<file path="src/rtl/top_rca.sv">
// Registered ripple-carry adder: {cout,s} <= a + b + cin one clock after an in_valid cycle.
// The carry chain is combinational from the ports straight into the output register.
module top_rca #(
    parameter int WIDTH = 8
) (
    input  logic             clk,
    input  logic             rst,
    input  logic [WIDTH-1:0] a,
    input  logic [WIDTH-1:0] b,
    input  logic             cin,
    input  logic             in_valid,
    output logic [WIDTH-1:0] s,
    output logic             cout,
    output logic             out_valid
);

    logic [WIDTH-1:0] sum;
    logic             carry;

    logic [WIDTH-1:0] s_d,    s_q;
    logic             cout_d, cout_q;
    logic             out_valid_d, out_valid_q;

    // One loop iteration per full-adder cell; carry ripples from bit 0 upward.
    always_comb begin
        sum   = '0;
        carry = cin;
        for (int i = 0; i < WIDTH; i++) begin
            sum[i] = a[i] ^ b[i] ^ carry;
            carry  = (a[i] & b[i]) | (carry & (a[i] ^ b[i]));
        end
    end

    // No backpressure: a result is captured on every in_valid edge, and
    // s/cout hold their last result while in_valid is low.
    always_comb begin
        s_d         = s_q;
        cout_d      = cout_q;
        out_valid_d = in_valid;
        if (in_valid) begin
            s_d    = sum;
            cout_d = carry;
        end
    end

    always_ff @(posedge clk or posedge rst) begin
        if (rst) begin
            s_q         <= '0;
            cout_q      <= 1'b0;
            out_valid_q <= 1'b0;
        end else begin
            s_q         <= s_d;
            cout_q      <= cout_d;
            out_valid_q <= out_valid_d;
        end
    end

    assign s         = s_q;
    assign cout      = cout_q;
    assign out_valid = out_valid_q;

endmodule

</file>
<file path="config.mk">
export PLATFORM = sky130hd
export DESIGN_NAME = top_rca
export DESIGN_NICKNAME = d
export VERILOG_FILES = /design/src/rtl/top_rca.sv
export SDC_FILE = /design/constraint.sdc
export NUM_CORES = 1
export LEC_CHECK = 0
export BUFFER_PORTS_ARGS = -buffer_cell sky130_fd_sc_hd__buf_4
export CAP_MARGIN = 15
export CORE_MARGIN = 2
export CORE_UTILIZATION = 42
export DETAILED_ROUTE_END_ITERATION = 10
export GPL_TIMING_DRIVEN = 0
export HOLD_SLACK_MARGIN = 0.1
export PLACE_DENSITY = 0.76
export SLEW_MARGIN = 20
export SYNTH_ARGS = -nofsm -noshare
export SYNTH_HDL_FRONTEND = slang
export SYNTH_SLANG_ARGS = --single-unit
</file>
<file path="constraint.sdc">
create_clock -name clk -period 1.06 [get_ports clk]
set_clock_uncertainty 0.15 [all_clocks]
set_input_delay 0.053 -clock clk [delete_from_list [all_inputs] [get_ports clk]]
set_output_delay 0.053 -clock clk [all_outputs]
set_load 0.05 [all_outputs]
</file>
**Yosys cells after proc, flatten, opt, wreduce, memory -nomap -nowiden**

Index checks and enable logic that the tools add are counted.

- Logic and storage cells: 43
- Flip-flop bits (word level): 10
- Output and inout port bits: 10

- Bitwise gates (word level): 40

Operators with widths:

| kind | number |
|---|---|
| $and 1x1->1 | 16 |
| $xor 1x1->1 | 16 |
| $or 1x1->1 | 8 |

**Logic depth before layout (Yosys ltp)**

Gate-level depths: netlist of the first run.

- Word-level depth: 17
- Mapped depth: 12

**Least setup slack after synthesis of the first run**

No wires, ideal clock.

- Path kind: input-to-reg
- From: input a[0]
- To: register s_q[7] (netlist: s[7])
- Setup slack: -2.315 ns
- Stages: 12
- Path buffers: 0
- Required time: 0.831 ns
- Data arrival time: 3.145 ns
- Cells stage by stage: fa_1 inv_1 fa_1 inv_1 fa_1 fa_1 fa_1 fa_1 fa_1 inv_1 fa_1 mux2i_1

- Longest elaborated chain between the ends: 16
- Elaborated cells on any way between the ends: 17
- Classes of those cells: bitwise (17)

RTL lines:

| item | RTL line | source |
|---|---|---|
| start, declared | 8 | `input logic [WIDTH-1:0] a,` |
| $xor 1x1->1 | 30 | `carry = (a[i] & b[i]) \| (carry & (a[i] ^ b[i]));` |
| $and 1x1->1 | 30 |  |
| $or 1x1->1 * | 30 |  |
| $and 1x1->1 * | 30 |  |
| $or 1x1->1 * | 30 |  |
| $and 1x1->1 * | 30 |  |
| $or 1x1->1 * | 30 |  |
| $and 1x1->1 * | 30 |  |
| $or 1x1->1 * | 30 |  |
| $and 1x1->1 * | 30 |  |
| $or 1x1->1 * | 30 |  |
| $and 1x1->1 * | 30 |  |
| $or 1x1->1 * | 30 |  |
| $and 1x1->1 * | 30 |  |
| $or 1x1->1 * | 30 |  |
| $xor 1x1->1 * | 29 | `sum[i] = a[i] ^ b[i] ^ carry;` |
| end signal, assigned | 48 | `s_q <= '0;` |
| end signal, assigned | 52 | `s_q <= s_d;` |
| end, declared | 20 | `logic [WIDTH-1:0] s_d, s_q;` |

Every way passes the cells marked *; elsewhere a longest branch is shown, timed or not.
A chain may end at the register's enable or synchronous reset.

**Final worst setup path of the first run**

Ends and elaborated chain as after synthesis.

==> results of run 1 <==
==> metal layers <==
layer  up-vias  global-route usage
li1        190                   -
met4         0              0.0968
met1       208               0.170
met5         -                   0
met2        21               0.254
met3         2              0.0543
==> state kept, by name, indices dropped and copies added (netlist names) <==
signal / count
s: 8
out_valid: 1
cout: 1
==> per-stage QoR <==
step	TNS, ns	total power, W	hold WS [ns]
after global routing	-9.85	0.00172	0.0545
after CTS	-9.35	0.00161	0.0554
after detailed placement	-12.05	0.00121	-0.0997
final	-9.30	0.00164	0.0544
after floorplan	-10.33	0.000970	-0.257
after global placement	-11.72	0.00119	-0.105
==> synthesized netlist by cell type <==
| cell type | count |
|---|---|
| dfrtp_1 | 10 |
| inv_1 | 10 |
| fa_1 | 8 |
| mux2_4 | 6 |
| mux2i_1 | 2 |
| a21oi_1 | 1 |
| buf_6 | 1 |
| nor2_1 | 1 |
==> cells by family (layout without fill, tap and decap cells) <==
kind of cell             count (synthesis)  in the layout  synth area share
flip-flops                              10             10             0.433
AO/OA/AOI/OAI                            1              1           0.00865
AND/OR/NAND/NOR                          1              1           0.00649
adder cells (fa/ha/maj)                  8              8             0.277
multiplexers                             8              8             0.190
buffers and inverters                   11             49            0.0844
==> power breakdown <==
part	internal [W]	total [W]	switching [W]
clock	0.000209	0.000358	0.000149
combinational	0.000338	0.000755	0.000418
sequential	0.000462	0.000523	0.0000616
total	0.00101	0.00164	0.000628
==> cell type report <==
| type | count | share of cell area |
|---|---|---|
| repair buffers | 34 | 0.312 |
| plain buffers | 1 | 0.0118 |
| clock buffers | 4 | 0.0381 |
| well taps | 15 | 0.0197 |
| multi-input cells | 18 | 0.315 |
| inverters | 10 | 0.0394 |
| flip-flops and latches | 10 | 0.264 |
==> timing repair <==
| action | CTS | global route |
|---|---|---|
| resized for setup | 7 | 5 |
| endpoints found under the hold margin | 20 | 10 |
| hold buffers | 2 | 1 |
| setup buffers | 0 | 2 |
| endpoints found under the setup margin | 14 | 15 |
| pin swaps | 1 | 0 |
| gates cloned | 0 | 1 |
==> how the worst max path moves through the flow <==
stage | slack [ns] | depth (start not counted) | to | start
3_5_place_dp | -2.35 | 13 | s[7] | a[0]
4_1_cts | -2.02 | 13 | s[7] | a[0]
2_1_floorplan | -2.12 | 12 | s[7] | a[0]
3_3_place_gp | -2.31 | 13 | s[7] | a[0]
6_report | -2.01 | 13 | s[7] | a[0]
5_1_grt | -2.13 | 13 | s[7] | a[0]
==> run_results.csv, run 1 <==
group,metric,value,unit
power_and_ir_drop,p_leak,0.484,nW
synth,syn_nets,67,
clock_network,cts_tree,"done",
timing,period_needed,3.07,ns
route,wirelength,1.19,mm
placement,hpwlAfterDp,910,um
route,postRouteAntennaNets,0,
worst_setup_path,r2r_setup_slack,0.12,ns
route,routed.top_layer,"met4",
global_routing,overflow,0,
synth,yosysWarnings,0,
synth,ys_seq_area_frac,0.433,
route,drc,0,
synth,ys_types,8,
placement,placement.io_buffers,29,
worst_hold_path,hold_class,"primary input to flip-flop",
layout,layout_commonest_cell,"buf_4",
timing,rsz0062_at_grt,"true",
floorplan,die_h,41.1,um
global_routing,grt_pass1_vias,407,
worst_setup_path,slowest_stage,"fa_1",
timing,worst_slew_pin_slew,0.366,ns
placement,gp_congestion,0.648,
floorplan,die_w,41.1,um
global_routing,antenna_found_initial,0,
worst_hold_path,min_delay_path_depth,3,
power_and_ir_drop,cellPowerDensity,1720,nW/um^2
clock_network,cts-root-buf,"clkbuf_4",
timing,hold_viol_final,0,
power_and_ir_drop,peakVddDrop,0.876,mV
worst_setup_path,crit_path_cell_trace,"buf_6 -> fa_2 -> inv_2 -> fa_2 -> inv_2 -> fa_2 -> fa_2 -> fa_2 -> fa_2 -> fa_2 -> inv_2 -> fa_1 -> mux2i_1",
layout,seq_area,251,um^2
worst_setup_path,r2r_cells,1,
route,drt_iter0_drc,2,
floorplan,dieArea,1690,um^2
timing,fmax,0.326,GHz
timing,fin_ws,-2.01,ns
layout,fin_util,0.733,
clock_network,clk_latency,0.27,ns
worst_setup_path,r2r_start,"s[4]",
worst_setup_path,startpoint_type,"primary input",
route,wl_met1,417,um
timing,relSlewSlack,0.756,
layout,final_cells,92,
synth,yosysTopAreaCellShare,0.433,
worst_setup_path,cp_top_family,"adder cells",
layout,multi_input_area,300,um^2
synth,synth_area_leaders,"dfrtp_1, fa_1, mux2_4",
clock_network,clock_sinks,10,
timing,drv_slew,0,
placement,pre_cts_slack,-2.35,ns
placement,dp.cells,83,
worst_setup_path,path_common_cell,"fa_2",
worst_setup_path,cpPeakStageDelay,0.40,ns
placement,dpl_cell_area,833,um^2
synth,syn_area,578,um^2
floorplan,rows,13,
synth,synth_top_cell_by_area,"dfrtp_1",
worst_setup_path,cp-end-kind,"flip-flop",
route,drt-pass1-iter-count,2,
layout,fillCellCount,97,
timing,setup_viol,9,
global_routing,grt_usage,0.155,
route,met2_length,666,um
worst_setup_path,path_max_fanout,1,
synth,postSynthRegisterBits,10,
floorplan,ios,30,
worst_setup_path,arrival,3.12,ns
layout,diodes,0,
run_status,status,"finished with violations",
clock_network,cts-htree-levels,1,
timing,fin_crit_sh,2.89,
layout,final_nets,106,
worst_setup_path,r2r_end,"s[4]",
global_routing,grt_first_pass_wirelength,1.56,mm
synth,postSynthAreaPerCell,14.8,um^2
layout,layout_common_cells,"buf_4, buf_6, dfrtp_1, inv_1, fa_2",
layout,drive_gt1_frac,0.714,
worst_setup_path,cp.buffers_inverters,4,
floorplan,initial_core_util,0.444,
floorplan,core-area,1300,um^2
run_status,violations,"setup timing",
worst_setup_path,path_class,"primary input to flip-flop",
synth,synth_cells,39,
route,wl_met3,93,um
layout,areaGrowthSynthToFinish,64.9,%
worst_hold_path,holdPathEnd,"s[2]",
layout,stdcell_area,953,um^2
route,wl_per_cell,12.9,um
route,viasPerCell,4.58,
clock_network,clk_pin_slew_worst_paths,0.07,ns
clock_network,cts_inserted_buffers,3,
clock_network,cts_buffer_depth,2,
worst_hold_path,hold_path_startpoint,"b[2]",
worst_setup_path,cp.required,1.11,ns
route,vias,421,
global_routing,grt_max_degree,11,
run,cap_violations,0,
Power figures use the tool's default switching activity.
==> run 2, diff against run 1 <==
Settings changed: CORE_UTILIZATION 42 to 38, PLACE_DENSITY 0.76 to 0.73.
Clock period 1.06 ns to 2.5 ns, I/O delays scaled along.
==> run 2 against run 1 <==
The run still ends with setup timing left. Worst setup slack improved by 1.4 ns. Sequential power down 59%. Global-route usage shrank 2.2 points. Cell count decreased by 2.2%. Power decreased by 60%. Count of clock-buffer cells in the layout is the same. Register-to-register slack improved by 1.5 ns. Design area fell by 6.3%. Critical path depth unchanged. Via count decreased by 6.7%. Wire length fell by 13%. Utilization down 13 points.
==> run_results.csv, run 2 (synthesized netlist as in run 1, its figures left out) <==
group,metric,value,unit
run_status,status,"finished with violations",
run_status,violations,"setup timing",
global_routing,met2_usage,0.209,
clock_network,clk_latency,0.26,ns
placement,gp_congestion,0.625,
layout,drive_gt1_frac,0.676,
layout,diodes,0,
run,cap_violations,0,
layout,layout_commonest_cell,"buf_4",
timing,relSlewSlack,0.757,
timing,worst_slew_pin_slew,0.365,ns
worst_setup_path,path_max_fanout,1,
route,wirelength,1.04,mm
timing,hold_viol_final,0,
timing,period_needed,3.13,ns
global_routing,grt_usage,0.133,
timing,drv_slew,0,
worst_setup_path,critical_path.startpoint,"a[0]",
global_routing,overflow,0,
worst_hold_path,hold_class,"primary input to flip-flop",
clock_network,cts_inserted_buffers,3,
clock_network,cts-root-buf,"clkbuf_4",
global_routing,met3_usage,0.0553,
worst_setup_path,cpPeakStageDelay,0.39,ns
worst_setup_path,cp.required,2.54,ns
layout,multi_input_area,297,um^2
route,postRouteAntennaNets,0,
timing,rsz0062_at_grt,"true",
floorplan,initial_core_util,0.393,
power_and_ir_drop,power,0.000651,W
placement,placement.io_buffers,29,
worst_setup_path,arrival,3.16,ns
worst_setup_path,path_class,"primary input to flip-flop",
worst_setup_path,endpoint,"s[7]",
layout,largest_reg_flops,8,
layout,fin_util,0.607,
worst_setup_path,startpoint_type,"primary input",
global_routing,grt_max_degree,11,
floorplan,dieArea,1850,um^2
layout,areaGrowthSynthToFinish,54.5,%
clock_network,clock_sinks,10,
global_routing,grt_first_pass_wirelength,1.71,mm
timing,fin_crit_sh,1.25,
route,drc,0,
clock_network,cts-htree-levels,1,
clock_network,cts_setup_buffers,0,
layout,final_nets,103,
timing,setup_viol,4,
layout,fillCellCount,120,
worst_setup_path,r2r_start,"s[4]",
worst_setup_path,crit_path_cell_trace,"buf_6 -> fa_2 -> inv_2 -> fa_2 -> inv_2 -> fa_2 -> fa_2 -> fa_2 -> fa_2 -> fa_2 -> inv_2 -> fa_1 -> mux2i_1",
route,vias,393,
floorplan,rows,14,
global_routing,grt-busiest-layer,"met2",
route,drt_iter0_drc,4,
global_routing,antenna_found_initial,0,
floorplan,die_w,43,um
power_and_ir_drop,peakVddDrop,0.355,mV
worst_setup_path,r2r_end,"s[4]",
placement,hpwlAfterDp,868,um
clock_network,clk_pin_slew_worst_paths,0.06,ns
route,wl_per_cell,11.5,um
route,drt-pass1-iter-count,3,
worst_setup_path,slowest_stage,"fa_1",
floorplan,die_h,43,um
clock_network,cts_buffer_depth,2,
worst_setup_path,cp-end-kind,"flip-flop",
power_and_ir_drop,p_leak,0.459,nW
timing,fin_ws,-0.627,ns
floorplan,core-area,1470,um^2
route,viasPerCell,4.37,
worst_setup_path,r2r_cells,1,
power_and_ir_drop,cellPowerDensity,728,nW/um^2
worst_setup_path,path_common_cell,"fa_2",
layout,layout_common_cells,"buf_4, dfrtp_1, inv_1, fa_2, mux2_4",
global_routing,grt_pass1_vias,416,
layout,seq_area,250,um^2
worst_setup_path,r2r_setup_slack,1.57,ns
clock_network,cts_tree,"done",
timing,fmax,0.320,GHz
floorplan,ios,30,
global_routing,met1_usage,0.153,
run 2: metrics by stage:
stage / hold WS, ns / setup TNS, ns / area (um^2) / worst slack, ns / instances
6_report: 0.136 / -1.47 / 893 / -0.627 / 90
5_1_grt: 0.141 / -1.69 / 893 / -0.716 / 90
4_1_cts: 0.135 / -1.54 / 893 / -0.645 / 90
3_5_place_dp: -0.0308 / -2.92 / 833 / -0.969 / 84
3_3_place_gp: -0.0133 / -2.80 / 833 / -0.947 / 84
2_1_floorplan: -0.185 / -2.01 / 596 / -0.754 / 39
run 2: critical path, delay by kind of cell:
family	cells	cell delay [ns]
buf+inv	4	0.25
mux	1	0.13
fa+ha+maj	8	2.66
run 2: per-layer routing:
layer	vias up	wire (um)	part of all wire
met1	186	411	0.40
li1	186	-	-
met3	2	84	0.081
met2	19	529	0.51
met4	0	12	0.012
met5	-	0	0
run 2: worst min-delay path by stage:
stage / cells past startpoint / from / to
floorplan: 1 / rst / cout
global placement: 2 / rst / s[3]
detailed placement: 2 / rst / s[0]
CTS: 4 / b[7] / s[7]
global route: 3 / b[5] / s[5]
finish: 4 / b[7] / s[7]
run 2: layout make-up:
type	instances	share of cell area
multi-input combinational	18	0.332
timing repair buffer	31	0.270
buffer	1	0.0126
clock buffer	4	0.0406
sequential	10	0.280
tap	16	0.0224
inverter	10	0.0420
run 2: where the power goes:
| part | internal, W | switching, W |
|---|---|---|
| Sequential | 0.000195 | 0.0000193 |
| Combinational | 0.000119 | 0.000175 |
| Clock | 0.0000883 | 0.0000543 |
run 2: what timing repair did:
item | 4_1_cts | 5_1_grt
setup endpoints to repair | 4 | 4
hold endpoints to repair | 14 | 0
resized for setup | 1 | 0
hold buffers | 2 | 0
pin swaps | 1 | 0
